File: src/rtl/cpu_pkg.sv
// rtl/cpu_pkg.sv - shared opcode, condition, state and flag definitions for the CPU front end
package cpu_pkg;

    localparam logic [3:0] OP_B   = 4'hC;
    localparam logic [3:0] OP_BR  = 4'hD;
    localparam logic [3:0] OP_HLT = 4'hF;

    // Flag vector layout is {Z,V,N}
    localparam int FLAG_Z = 2;
    localparam int FLAG_V = 1;
    localparam int FLAG_N = 0;

    typedef enum logic [2:0] {
        COND_NE     = 3'b000,
        COND_EQ     = 3'b001,
        COND_GT     = 3'b010,
        COND_LT     = 3'b011,
        COND_GE     = 3'b100,
        COND_LE     = 3'b101,
        COND_OV     = 3'b110,
        COND_UNCOND = 3'b111
    } cond_t;

    typedef enum logic [1:0] {
        ST_IDLE  = 2'd0,
        ST_FETCH = 2'd1,
        ST_ISSUE = 2'd2,
        ST_HALT  = 2'd3
    } fetch_state_t;

endpackage

File: src/rtl/branch_cond.sv
// rtl/branch_cond.sv - combinational branch condition evaluation against {Z,V,N}
module branch_cond
    import cpu_pkg::*;
(
    input  cond_t      cond,
    input  logic [2:0] flags,
    output logic       taken
);

    logic z, v, n;

    assign z = flags[FLAG_Z];
    assign v = flags[FLAG_V];
    assign n = flags[FLAG_N];

    always_comb begin
        taken = 1'b0;
        case (cond)
            COND_NE:     taken = ~z;
            COND_EQ:     taken = z;
            COND_GT:     taken = ~z & ~n;
            COND_LT:     taken = n;
            COND_GE:     taken = z | ~n;
            COND_LE:     taken = z | n;
            COND_OV:     taken = v;
            COND_UNCOND: taken = 1'b1;
            default:     taken = 1'b0;
        endcase
    end

endmodule

File: src/rtl/fetch_sequencer.sv
// rtl/fetch_sequencer.sv - PC, flag register and fetch/issue sequencing with branch resolution
module fetch_sequencer
    import cpu_pkg::*;
#(
    parameter logic [15:0] RESET_PC = 16'h0000
) (
    input  logic        clk,
    input  logic        rst_n,
    output logic        imem_req,
    output logic [15:0] imem_addr,
    input  logic        imem_valid,
    input  logic [15:0] imem_data,
    output logic [15:0] instr_out,
    output logic        instr_valid,
    input  logic        instr_ready,
    output logic [15:0] pc_plus2,
    input  logic [15:0] rs_data,
    input  logic [2:0]  flag_we,
    input  logic [2:0]  flag_in,
    output logic [2:0]  flags,
    output logic        halted
);

    fetch_state_t state_q;
    logic [15:0]  pc_q;
    logic [15:0]  ir_q;
    logic [2:0]   flags_q;
    logic         req_q;
    logic         valid_q;
    logic         halted_q;

    logic [15:0]  pc_next_d;
    logic [15:0]  b_target;
    logic [3:0]   opcode;
    logic         taken;

    assign opcode   = ir_q[15:12];
    assign pc_plus2 = pc_q + 16'd2;
    // Offset is a signed word count: sign-extend 9 bits, then scale to bytes
    assign b_target = pc_plus2 + {{6{ir_q[8]}}, ir_q[8:0], 1'b0};

    branch_cond u_branch_cond (
        .cond  (cond_t'(ir_q[11:9])),
        .flags (flags_q),
        .taken (taken)
    );

    always_comb begin
        pc_next_d = pc_plus2;
        if (opcode == OP_B && taken) begin
            pc_next_d = b_target;
        end else if (opcode == OP_BR && taken) begin
            pc_next_d = rs_data;
        end
    end

    always_ff @(posedge clk or negedge rst_n) begin
        if (!rst_n) begin
            state_q  <= ST_IDLE;
            pc_q     <= RESET_PC;
            ir_q     <= 16'h0000;
            flags_q  <= 3'b000;
            req_q    <= 1'b0;
            valid_q  <= 1'b0;
            halted_q <= 1'b0;
        end else begin
            for (int i = 0; i < 3; i++) begin
                if (flag_we[i]) flags_q[i] <= flag_in[i];
            end
            case (state_q)
                ST_IDLE: begin
                    state_q <= ST_FETCH;
                    req_q   <= 1'b1;
                end
                ST_FETCH: begin
                    if (imem_valid) begin
                        ir_q    <= imem_data;
                        state_q <= ST_ISSUE;
                        req_q   <= 1'b0;
                        valid_q <= 1'b1;
                    end
                end
                ST_ISSUE: begin
                    if (instr_ready) begin
                        valid_q <= 1'b0;
                        if (opcode == OP_HLT) begin
                            state_q  <= ST_HALT;
                            halted_q <= 1'b1;
                        end else begin
                            pc_q    <= pc_next_d;
                            state_q <= ST_FETCH;
                            req_q   <= 1'b1;
                        end
                    end
                end
                ST_HALT: begin
                    state_q <= ST_HALT;
                end
                default: begin
                    state_q <= ST_IDLE;
                end
            endcase
        end
    end

    assign imem_req    = req_q;
    assign imem_addr   = pc_q;
    assign instr_out   = ir_q;
    assign instr_valid = valid_q;
    assign flags       = flags_q;
    assign halted      = halted_q;

endmodule

File: config.mk
export PLATFORM = sky130hd
export DESIGN_NAME = fetch_sequencer
export DESIGN_NICKNAME = d
export VERILOG_FILES = /design/src/rtl/cpu_pkg.sv /design/src/rtl/branch_cond.sv /design/src/rtl/fetch_sequencer.sv
export SDC_FILE = /design/constraint.sdc
export NUM_CORES = 1
export LEC_CHECK = 0
export CAP_MARGIN = 20
export CORE_ASPECT_RATIO = 0.9
export CORE_UTILIZATION = 35
export DETAILED_ROUTE_END_ITERATION = 10
export GPL_ROUTABILITY_DRIVEN = 1
export PLACE_DENSITY_LB_ADDON = 0.05
export SLEW_MARGIN = 25
export SYNTH_ARGS = -nofsm -noshare
export SYNTH_HDL_FRONTEND = slang
export SYNTH_SLANG_ARGS = --single-unit
File: constraint.sdc
create_clock -name clk -period 7.9 [get_ports clk]
set_clock_uncertainty 0.1 [all_clocks]
set_input_delay 0.79 -clock clk [delete_from_list [all_inputs] [get_ports clk]]
set_output_delay 0.79 -clock clk [all_outputs]
set_load 0.01 [all_outputs]
==> results of run 1 <==
power breakdown:
group	total [W]	leakage (nW)	internal [W]	switching [W]
Clock	0.000172	0.0541	0.0000936	0.0000789
Combinational	0.00113	1.12	0.000579	0.000549
Sequential	0.000419	0.474	0.000290	0.000129
per-layer routing:
metal	track usage (%)	routed length (um)	up-vias	share of wire, %
met5	0	0	-	0
met1	26.9	3840	1267	47
met2	31.2	3680	91	45
met4	6.51	155	0	1.9
met3	3.87	474	10	5.8
li1	-	-	1301	-
flip-flops by register name, indices dropped and copies added (netlist names):
signal	cells
imem_addr	16
instr_out	16
flags	3
state_q	2
halted	1
imem_req	1
instr_valid	1
logic make-up after synthesis:
family	Yosys count
muxes	35
and+or+nand+nor	73
xor gates and xnor gates	24
DFF	40
adders and majority gates	19
AOI/OAI and AO/OA	82
buffers and inverters	24
layout by cell type (no fill, tap or decap), drive strengths merged, types with 2 or more instances in the layout:
| master | n |
|---|---|
| clkdlybuf4s50 | 94 |
| dfrtp | 40 |
| mux2 | 24 |
| nand2 | 21 |
| o21ai | 21 |
| a21oi | 19 |
| ha | 18 |
| inv | 16 |
| xnor2 | 16 |
| nor2 | 11 |
| mux2i | 11 |
| nor3 | 10 |
| nand3 | 7 |
| xor2 | 7 |
| nand2b | 5 |
| o211ai | 5 |
| o21a | 5 |
| clkbuf | 5 |
| nor4 | 5 |
| a211oi | 4 |
| a221o | 4 |
| o31a | 3 |
| a41oi | 3 |
| a21boi | 3 |
| buf | 3 |
| nand4 | 3 |
| a311oi | 3 |
| nor4b | 3 |
| and3 | 2 |
| a22o | 2 |
| a21o | 2 |
| o22ai | 2 |
through the flow:
stage | hold WS, ns | std cells | power [W] | setup WS [ns] | utilization [%]
finish | 0.376 | 493 | 0.00172 | 4.54 | 50.6
global route | 0.399 | 493 | 0.00187 | 4.18 | 50.6
CTS | 0.390 | 493 | 0.00173 | 4.51 | 50.5
detailed placement | 0.366 | 485 | 0.00155 | 4.53 | 49.2
global placement | 0.369 | 485 | 0.00155 | 4.66 | 49.2
floorplan | 0.394 | 297 | 0.00111 | 4.86 | -
final cells by class:
| class | instances | share of cell area (%) |
|---|---|---|
| repair buffers | 97 | 23.6 |
| flip-flops and latches | 40 | 24.5 |
| multi-input cells | 233 | 44.6 |
| well taps | 99 | 3.04 |
| clock inverters | 3 | 1.04 |
| clock buffers | 5 | 1.69 |
| inverters | 16 | 1.47 |
path summary, 6_finish.rpt:
path                       slack, ns  depth (start not counted)            end
setup / recovery                4.54                         11  imem_addr[13]
hold / removal                  0.38                          1  instr_out[12]
setup reg to reg                4.54                         11  imem_addr[13]
hold reg to reg                 0.38                          2         halted
max in group asynchronous       6.94                          1       flags[2]
min in group clk                0.38                          2         halted
worst max-delay path, delay by kind of cell, from the launching register on:
family | cells | cell delay [ns]
xor+xnor | 2 | 0.49
fa+ha+maj | 2 | 0.62
simple gates | 3 | 0.46
flops | 1 | 0.48
compound gates | 4 | 1.12
==> flow_metrics.env, run 1 <==
export IMPL_outcome="finished with violations"
export IMPL_violations="DRC"
export IMPL_synth_edf_count=0
export IMPL_synthSimpleGateAreaFrac_pct=14.1
export IMPL_yosysSeqAreaShare_pct=34.2
export IMPL_finalSetupViolations=0
export IMPL_synth_area_leader_cell="dfrtp_1"
export IMPL_antenna_found_initial=0
export IMPL_final_nets=454
export IMPL_async_flop_share_pct=100
export IMPL_critPathMaxStageDelay_ns=0.50
export IMPL_cts_sinks=40
export IMPL_synth_area_um2=2920
export IMPL_first_pass_iters=9
export IMPL_rsz0062_at_grt="false"
export IMPL_synth_most_common_cell="dfrtp_1"
export IMPL_synth_fa_ha_area_share_pct=8.39
export IMPL_first_global_vias=2525
export IMPL_maxCapViolCount=0
export IMPL_chipHeight_um=88.7
export IMPL_grt_pass1_wl_um=13100
export IMPL_avgSynthCellArea_um2=9.84
export IMPL_multiInputGateArea_um2=1820
export IMPL_io_buffers=95
export IMPL_slew_viol_final=0
export IMPL_syn_nets=358
export IMPL_synthTopCellsByCount="dfrtp_1, mux2_2, nand2_1, a21oi_1, ha_1"
export IMPL_relSlewSlack_pct=36.7
export IMPL_drive_gt1_share_pct=11.2
export IMPL_std_cell_rows=31
export IMPL_clockBufferDepth=2
export IMPL_cts_htree_levels=2
export IMPL_synth_seq_cells=40
export IMPL_path_cells="ha_1 > nand2_1 > nor3_1 > xor2_1 > ha_1 > nand4_1 > a2111oi_0 > a311oi_1 > o21ai_0 > xor2_1 > a221o_1"
export IMPL_fin_setup_tns_ns=0
export IMPL_post_drt_wl_per_cell_um=16.5
export IMPL_slowest_stage="a311oi_1"
export IMPL_regArea_um2=1000
export IMPL_netlist_area_leader_share_pct=34.2
export IMPL_wirelength_um=8150
export IMPL_start_util_pct=36.2
export IMPL_synth_xor_area_share_pct=7.71
export IMPL_cp_max_fo=7
export IMPL_path_class="reg2reg"
export IMPL_die_x_um=98.3
export IMPL_min_period_ns=3.36
export IMPL_power_leakage_nw=1.65
export IMPL_drcViolationCount=5
export IMPL_ys_types=53
export IMPL_hold_path_class="in2async"
export IMPL_ys_flop_type="dfrtp_1"
export IMPL_synthMuxAreaShare_pct=13.0
export IMPL_synth_compound_area_share_pct=19.1
export IMPL_final_area_um2=4080
export IMPL_antennaDiodeCount=0
export IMPL_area_delta_synth_final_pct=39.6
export IMPL_synth_area_leaders="dfrtp_1, mux2_2, ha_1, xnor2_1, mux2i_1"
export IMPL_drtIter0Drc=79
export IMPL_critPathLaunch="imem_addr[1]"
export IMPL_post_cts_buffers=0
export IMPL_crit_arrival_ns=3.44
export IMPL_track_usage_pct=19.6
export IMPL_post_dp_hpwl_um=6220
export IMPL_r2r_start="imem_addr[1]"
export IMPL_ys_warn_count=0
export IMPL_min_period_over_period_pct=42.5
export IMPL_synth_cells=297
export IMPL_insertion_delay_ns=0.30
export IMPL_post_dp_cell_area_um2=3970
export IMPL_vias=2669
export IMPL_dieArea_um2=8720
export IMPL_hold_viol=0
export IMPL_cts_resized=0
export IMPL_grt_overflow=0
export IMPL_synth_top_family_by_area="compound AO/OA/AOI/OAI gates"
export IMPL_fmax_ghz=0.298
export IMPL_clk_pin_slew_worst_paths_ns=0.09
export IMPL_ir_drop_mv=0.220
export IMPL_end_kind="flip-flop"
export IMPL_cp_required_ns=7.98
export IMPL_ant_nets=0
export IMPL_nFillCells=789
export IMPL_ctsHoldBuffers=0
export IMPL_vias_per_cell=5.41
export IMPL_core_um2=8070
export IMPL_cts_root_buf="clkbuf_8"
export IMPL_grt_max_degree=41
export IMPL_cp_start_kind="flip-flop"
export IMPL_io_pins=96
export IMPL_gp_congestion=0.810
export IMPL_cts_buffers=5
export IMPL_tritoncts="built"
export IMPL_p_per_area_nw_per_um2=421
export IMPL_worst_pin_slew_ns=0.947
Note: power is estimated with default switching activity, not from simulation.
==> run 2: changes to the inputs <==
==> constraint.sdc (replaced) <==
create_clock -name clk -period 3.13 [get_ports clk]
set_clock_uncertainty 0.1 [all_clocks]
set_input_delay 0.313 -clock clk [delete_from_list [all_inputs] [get_ports clk]]
set_output_delay 0.313 -clock clk [all_outputs]
set_load 0.01 [all_outputs]
==> run 2 against run 1 <==
Net effect:
- the run now ends clean
- utilization increased by 2.0 points
- total power increased to 2.6 times the previous value
- count of clock-buffer cells in the layout unchanged
- register-to-register slack got worse by 4.3 ns
- wire length increased by 2.5%
- sequential power increased by 150%
- largest power group unchanged
- highest routed layer unchanged
==> flow_metrics.env, run 2 (synthesized netlist as in run 1, its figures left out) <==
export IMPL_seqPwrFrac_pct=23.1
export IMPL_hold_viol=0
export IMPL_use_met2_pct=32.3
export IMPL_final_common_cell="clkdlybuf4s50_1"
export IMPL_maxCapViolCount=0
export IMPL_crit_arrival_ns=3.01
export IMPL_insertion_delay_ns=0.30
export IMPL_std_cell_rows=31
export IMPL_antennaDiodeCount=0
export IMPL_drtIter0Drc=107
export IMPL_start_util_pct=36.2
export IMPL_cts_root_buf="clkbuf_8"
export IMPL_cts_sinks=40
export IMPL_worst_pin_slew_ns=0.549
export IMPL_min_period_ns=2.92
export IMPL_path_class="reg2reg"
export IMPL_final_nets=476
export IMPL_use_met1_pct=26.5
export IMPL_die_x_um=98.3
export IMPL_fmax_ghz=0.343
export IMPL_finalSetupViolations=0
export IMPL_outcome="completed"
export IMPL_power_frac_comb_pct=68.8
export IMPL_relSlewSlack_pct=63.4
export IMPL_regArea_um2=1010
export IMPL_first_pass_iters=6
export IMPL_wirelength_um=8360
export IMPL_ant_nets=0
export IMPL_post_dp_hpwl_um=6440
export IMPL_gp_congestion=0.978
export IMPL_power_internal_w=0.00249
export IMPL_vias_per_cell=5.27
export IMPL_fin_setup_tns_ns=0
export IMPL_grt_max_degree=41
export IMPL_cts_buffers=5
export IMPL_tritoncts="built"
export IMPL_vias=2715
export IMPL_core_um2=8070
export IMPL_clk_pin_slew_worst_paths_ns=0.09
export IMPL_grt_pass1_wl_um=13300
export IMPL_gr_max_usage_layer="met2"
export IMPL_ir_drop_mv=0.564
export IMPL_area_delta_synth_final_pct=45.2
export IMPL_clock_power_share_pct=8.1
export IMPL_antenna_found_initial=0
export IMPL_cts_htree_levels=2
export IMPL_final_cell_mix="clkdlybuf4s50_1, dfrtp_1, mux2_2, buf_4, nand2_1"
export IMPL_p_per_area_nw_per_um2=1050
export IMPL_nFillCells=784
export IMPL_cp_max_fo=7
export IMPL_swShare_pct=44.1
export IMPL_chipHeight_um=88.7
export IMPL_io_buffers=95
export IMPL_power_switching_w=0.00196
export IMPL_clockBufferDepth=2
export IMPL_first_global_vias=2601
export IMPL_grt_overflow=0
export IMPL_drcViolationCount=0
export IMPL_dieArea_um2=8720
export IMPL_track_usage_pct=19.7
export IMPL_fin_util_pct=52.6
export IMPL_rsz0062_at_grt="false"
export IMPL_gr_usage_met3_pct=4.42
export IMPL_hold_slack_ns=0.382
export IMPL_min_period_over_period_pct=93.1
export IMPL_io_pins=96
export IMPL_power_leakage_nw=1.74
export IMPL_cp_required_ns=3.22
export IMPL_slew_viol_final=0
export IMPL_post_cts_buffers=0
export IMPL_hold_path_class="reg2reg"
export IMPL_post_drt_wl_per_cell_um=16.2
export IMPL_final_area_um2=4240
export IMPL_end_kind="flip-flop"
export IMPL_cp_start_kind="flip-flop"
export IMPL_post_dp_cell_area_um2=4120
export IMPL_drive_gt1_share_pct=17.3
export IMPL_multiInputGateArea_um2=1840
run 2: final timing paths:
path,start,slack (ns),cells after the start,end
max,imem_addr[1],0.21,9,imem_addr[13]
min,halted,0.38,2,halted
max reg2reg,imem_addr[1],0.21,9,imem_addr[13]
min reg2reg,halted,0.38,2,halted
max in group asynchronous,rst_n,2.06,2,imem_addr[3]
min in group asynchronous,rst_n,0.45,2,imem_addr[10]
run 2: timing repair:
item / CTS / global route
pin swaps: 0 / 1
endpoints found under the setup margin: 1 / 3
gates cloned: 0 / 0
hold buffers: 0 / 1
hold endpoints to repair: 0 / 40
gates resized for setup: 2 / 8
run 2: final cells by class:
type	instances	share of cell area, %
multi-input combinational	233	43.2
timing repair buffer	119	26.7
sequential	40	23.7
tap	99	2.92
clock buffer	5	1.62
inverter	16	1.42
clock inverter	3	0.442
run 2: critical path, stage by stage, from the launching register on:
cell and delay (ns):
dfrtp_2 0.46, ha_2 0.37, inv_1 0.07, fa_1 0.43
nand2b_1 0.24, a2111oi_2 0.39, a311oi_2 0.13, o21ai_1 0.21
xor2_1 0.09, a221o_1 0.31
run 2: power by group through the flow:
| stage | clock (W) | combinational (W) | sequential, W |
|---|---|---|---|
| 6_report | 0.000359 | 0.00306 | 0.00103 |
| 5_1_grt | 0.000389 | 0.00336 | 0.00107 |
| 3_3_place_gp | 0 | 0.00301 | 0.00103 |
| 3_5_place_dp | 0 | 0.00301 | 0.00103 |
| 2_1_floorplan | 0 | 0.00172 | 0.00107 |
| 4_1_cts | 0.000372 | 0.00304 | 0.00103 |
run 2: metrics by stage:
stage               std cells  power [W]  setup slack, ns
floorplan                 297    0.00279           0.0925
global placement          506    0.00404            0.134
detailed placement        506    0.00404          0.00127
CTS                       514    0.00445          0.00424
global route              515    0.00482           0.0438
finish                    515    0.00445            0.215
run 2: metal layers:
layer / up-vias / wire length (um)
met5: - / 0
met4: 0 / 91
met3: 8 / 506
met2: 95 / 3770
met1: 1279 / 3990
li1: 1333 / -
==> run 3: changes to the inputs <==
--- a/config.mk
+++ b/config.mk
@@ -7,7 +7,7 @@
 export LEC_CHECK = 0
 export CAP_MARGIN = 20
 export CORE_ASPECT_RATIO = 0.9
-export CORE_UTILIZATION = 35
+export CORE_UTILIZATION = 47
 export DETAILED_ROUTE_END_ITERATION = 10
 export GPL_ROUTABILITY_DRIVEN = 1
 export PLACE_DENSITY_LB_ADDON = 0.05
==> run 3 against run 2 <==
Net effect:
- clock power down 3%
- combinational power down 3%
- via count up 1.2%
- maximum frequency down 0.93%
- count of clock-buffer cells in the layout unchanged
- wire length down 3.4%
- cell area down 2.7%
- largest cell class unchanged
==> flow_metrics.env, run 3 (synthesized netlist as in run 1, its figures left out) <==
export IMPL_outcome="completed"
export IMPL_min_period_ns=2.94
export IMPL_track_usage_pct=25.2
export IMPL_hold_viol=0
export IMPL_path_class="reg2reg"
export IMPL_place_worst_setup_slack_ns=0.0229
export IMPL_antennaDiodeCount=0
export IMPL_drtIter0Drc=108
export IMPL_power_total_w=0.00437
export IMPL_tritoncts="built"
export IMPL_vias_per_cell=5.79
export IMPL_hold_slack_ns=0.377
export IMPL_crit_buf_inv=1
export IMPL_cts_root_buf="clkbuf_8"
export IMPL_dieArea_um2=6540
export IMPL_die_x_um=85.1
export IMPL_ant_nets=0
export IMPL_gr_usage_met3_pct=5.27
export IMPL_worst_path_dominant_cell_family="compound AO/OA/AOI/OAI gates"
export IMPL_relSlewSlack_pct=39.9
export IMPL_end_kind="flip-flop"
export IMPL_power_leakage_nw=1.69
export IMPL_use_met1_pct=34.0
export IMPL_maxCapViolCount=0
export IMPL_setup_ws_ns=0.187
export IMPL_start_util_pct=50.2
export IMPL_post_dp_hpwl_um=6130
export IMPL_vias=2748
export IMPL_cp_start_kind="flip-flop"
export IMPL_grt_overflow=0
export IMPL_io_buffers=95
export IMPL_ir_drop_mv=0.693
export IMPL_final_common_cell="clkdlybuf4s50_1"
export IMPL_gp_congestion=0.918
export IMPL_slowest_stage="dfrtp_2"
export IMPL_std_cell_rows=26
export IMPL_drcViolationCount=0
export IMPL_cts_htree_levels=2
export IMPL_min_period_over_period_pct=94.0
export IMPL_p_per_area_nw_per_um2=1060
export IMPL_area_delta_synth_final_pct=41.2
export IMPL_chipHeight_um=76.8
export IMPL_final_nets=465
export IMPL_rsz0062_at_grt="false"
export IMPL_first_global_vias=2607
export IMPL_gr_max_usage_layer="met2"
export IMPL_grt_pass1_wl_um=12900
export IMPL_worst_pin_slew_ns=0.899
export IMPL_use_met2_pct=40.6
export IMPL_fmax_ghz=0.340
export IMPL_cts_sinks=40
export IMPL_crit_arrival_ns=3.03
export IMPL_fin_setup_tns_ns=0
export IMPL_cp_required_ns=3.21
export IMPL_io_pins=96
export IMPL_cts_buffers=5
export IMPL_clk_pin_slew_worst_paths_ns=0.08
export IMPL_post_drt_wl_per_cell_um=17.0
export IMPL_insertion_delay_ns=0.30
export IMPL_drive_gt1_share_pct=15.3
export IMPL_finalSetupViolations=0
export IMPL_grt_max_degree=41
export IMPL_clockBufferDepth=2
export IMPL_antenna_found_initial=0
export IMPL_path_cells="nand4_2 > buf_4 > nor3_1 > xor2_1 > ha_1 > a21oi_1 > o21a_1 > o31a_1 > xnor2_1 > a221o_1"
export IMPL_wirelength_um=8080
export IMPL_hold_path_class="reg2reg"
export IMPL_cp_max_fo=7
export IMPL_final_cell_mix="clkdlybuf4s50_1, dfrtp_1, mux2_2"
export IMPL_first_pass_iters=5
export IMPL_slew_viol_final=0
export IMPL_core_um2=5820
export IMPL_critPathMaxStageDelay_ns=0.44
## run 3: cell count changes in the layout (fill, tap and decap cells not counted), sizes merged
cell,change
buf,-11
## run 3: layout make-up
type | instances | area, um2
clock buffer | 5 | 68.8
clock inverter | 3 | 18.8
fill | 473 | 1700
inverter | 16 | 60.1
multi-input combinational | 233 | 1840
sequential | 40 | 1010
tap | 70 | 87.6
timing repair buffer | 108 | 1050
## run 3: path summary, 6_finish.rpt
kind | from | to | slack (ns) | cells after the start
max reg2reg | imem_addr[3] | imem_addr[12] | 0.19 | 10
max | imem_addr[3] | imem_addr[12] | 0.19 | 10
min reg2reg | halted | halted | 0.38 | 2
max in group asynchronous | rst_n | imem_addr[1] | 2.10 | 2
min | halted | halted | 0.38 | 2
min in group asynchronous | rst_n | imem_addr[10] | 0.42 | 2
## run 3: power by group
part | switching, W | leakage, nW | internal, W | total [W]
clock network | 0.000195 | 0.0479 | 0.000156 | 0.000350
registers | 0.000303 | 0.471 | 0.000738 | 0.00104
logic | 0.00145 | 1.17 | 0.00153 | 0.00298
## run 3: stage by stage
stage          util (%)  instances  instance area (um2)
3_3_place_gp       68.5        464                 3990
4_1_cts            70.2        473                 4090
6_report           70.9        475                 4130
3_5_place_dp       68.5        464                 3990
2_1_floorplan         -        297                 2920
5_1_grt            70.9        475                 4130
## run 3: timing repair
item	CTS	global route
gates resized for setup	0	11
buffers inserted	1	1
pin swaps	0	1
hold buffers	0	1
endpoints found under the setup margin	1	5
endpoints found under the hold margin	0	40
## run 3: worst reg2reg max path, cell delays in order, from the launching register on
cell and delay [ns]:
dfrtp_2 0.44, nand4_2 0.18, buf_4 0.20, nor3_1 0.25, xor2_1 0.38, ha_1 0.33, a21oi_1 0.24, o21a_1 0.16
o31a_1 0.14, xnor2_1 0.08, a221o_1 0.33
## run 3: per-layer routing
| metal | part of all wire, % | vias to the layer above |
|---|---|---|
| met2 | 48 | 92 |
| met1 | 45 | 1329 |
| met4 | 1.1 | 0 |
| met5 | 0 | - |
| li1 | - | 1319 |
| met3 | 5.6 | 8 |
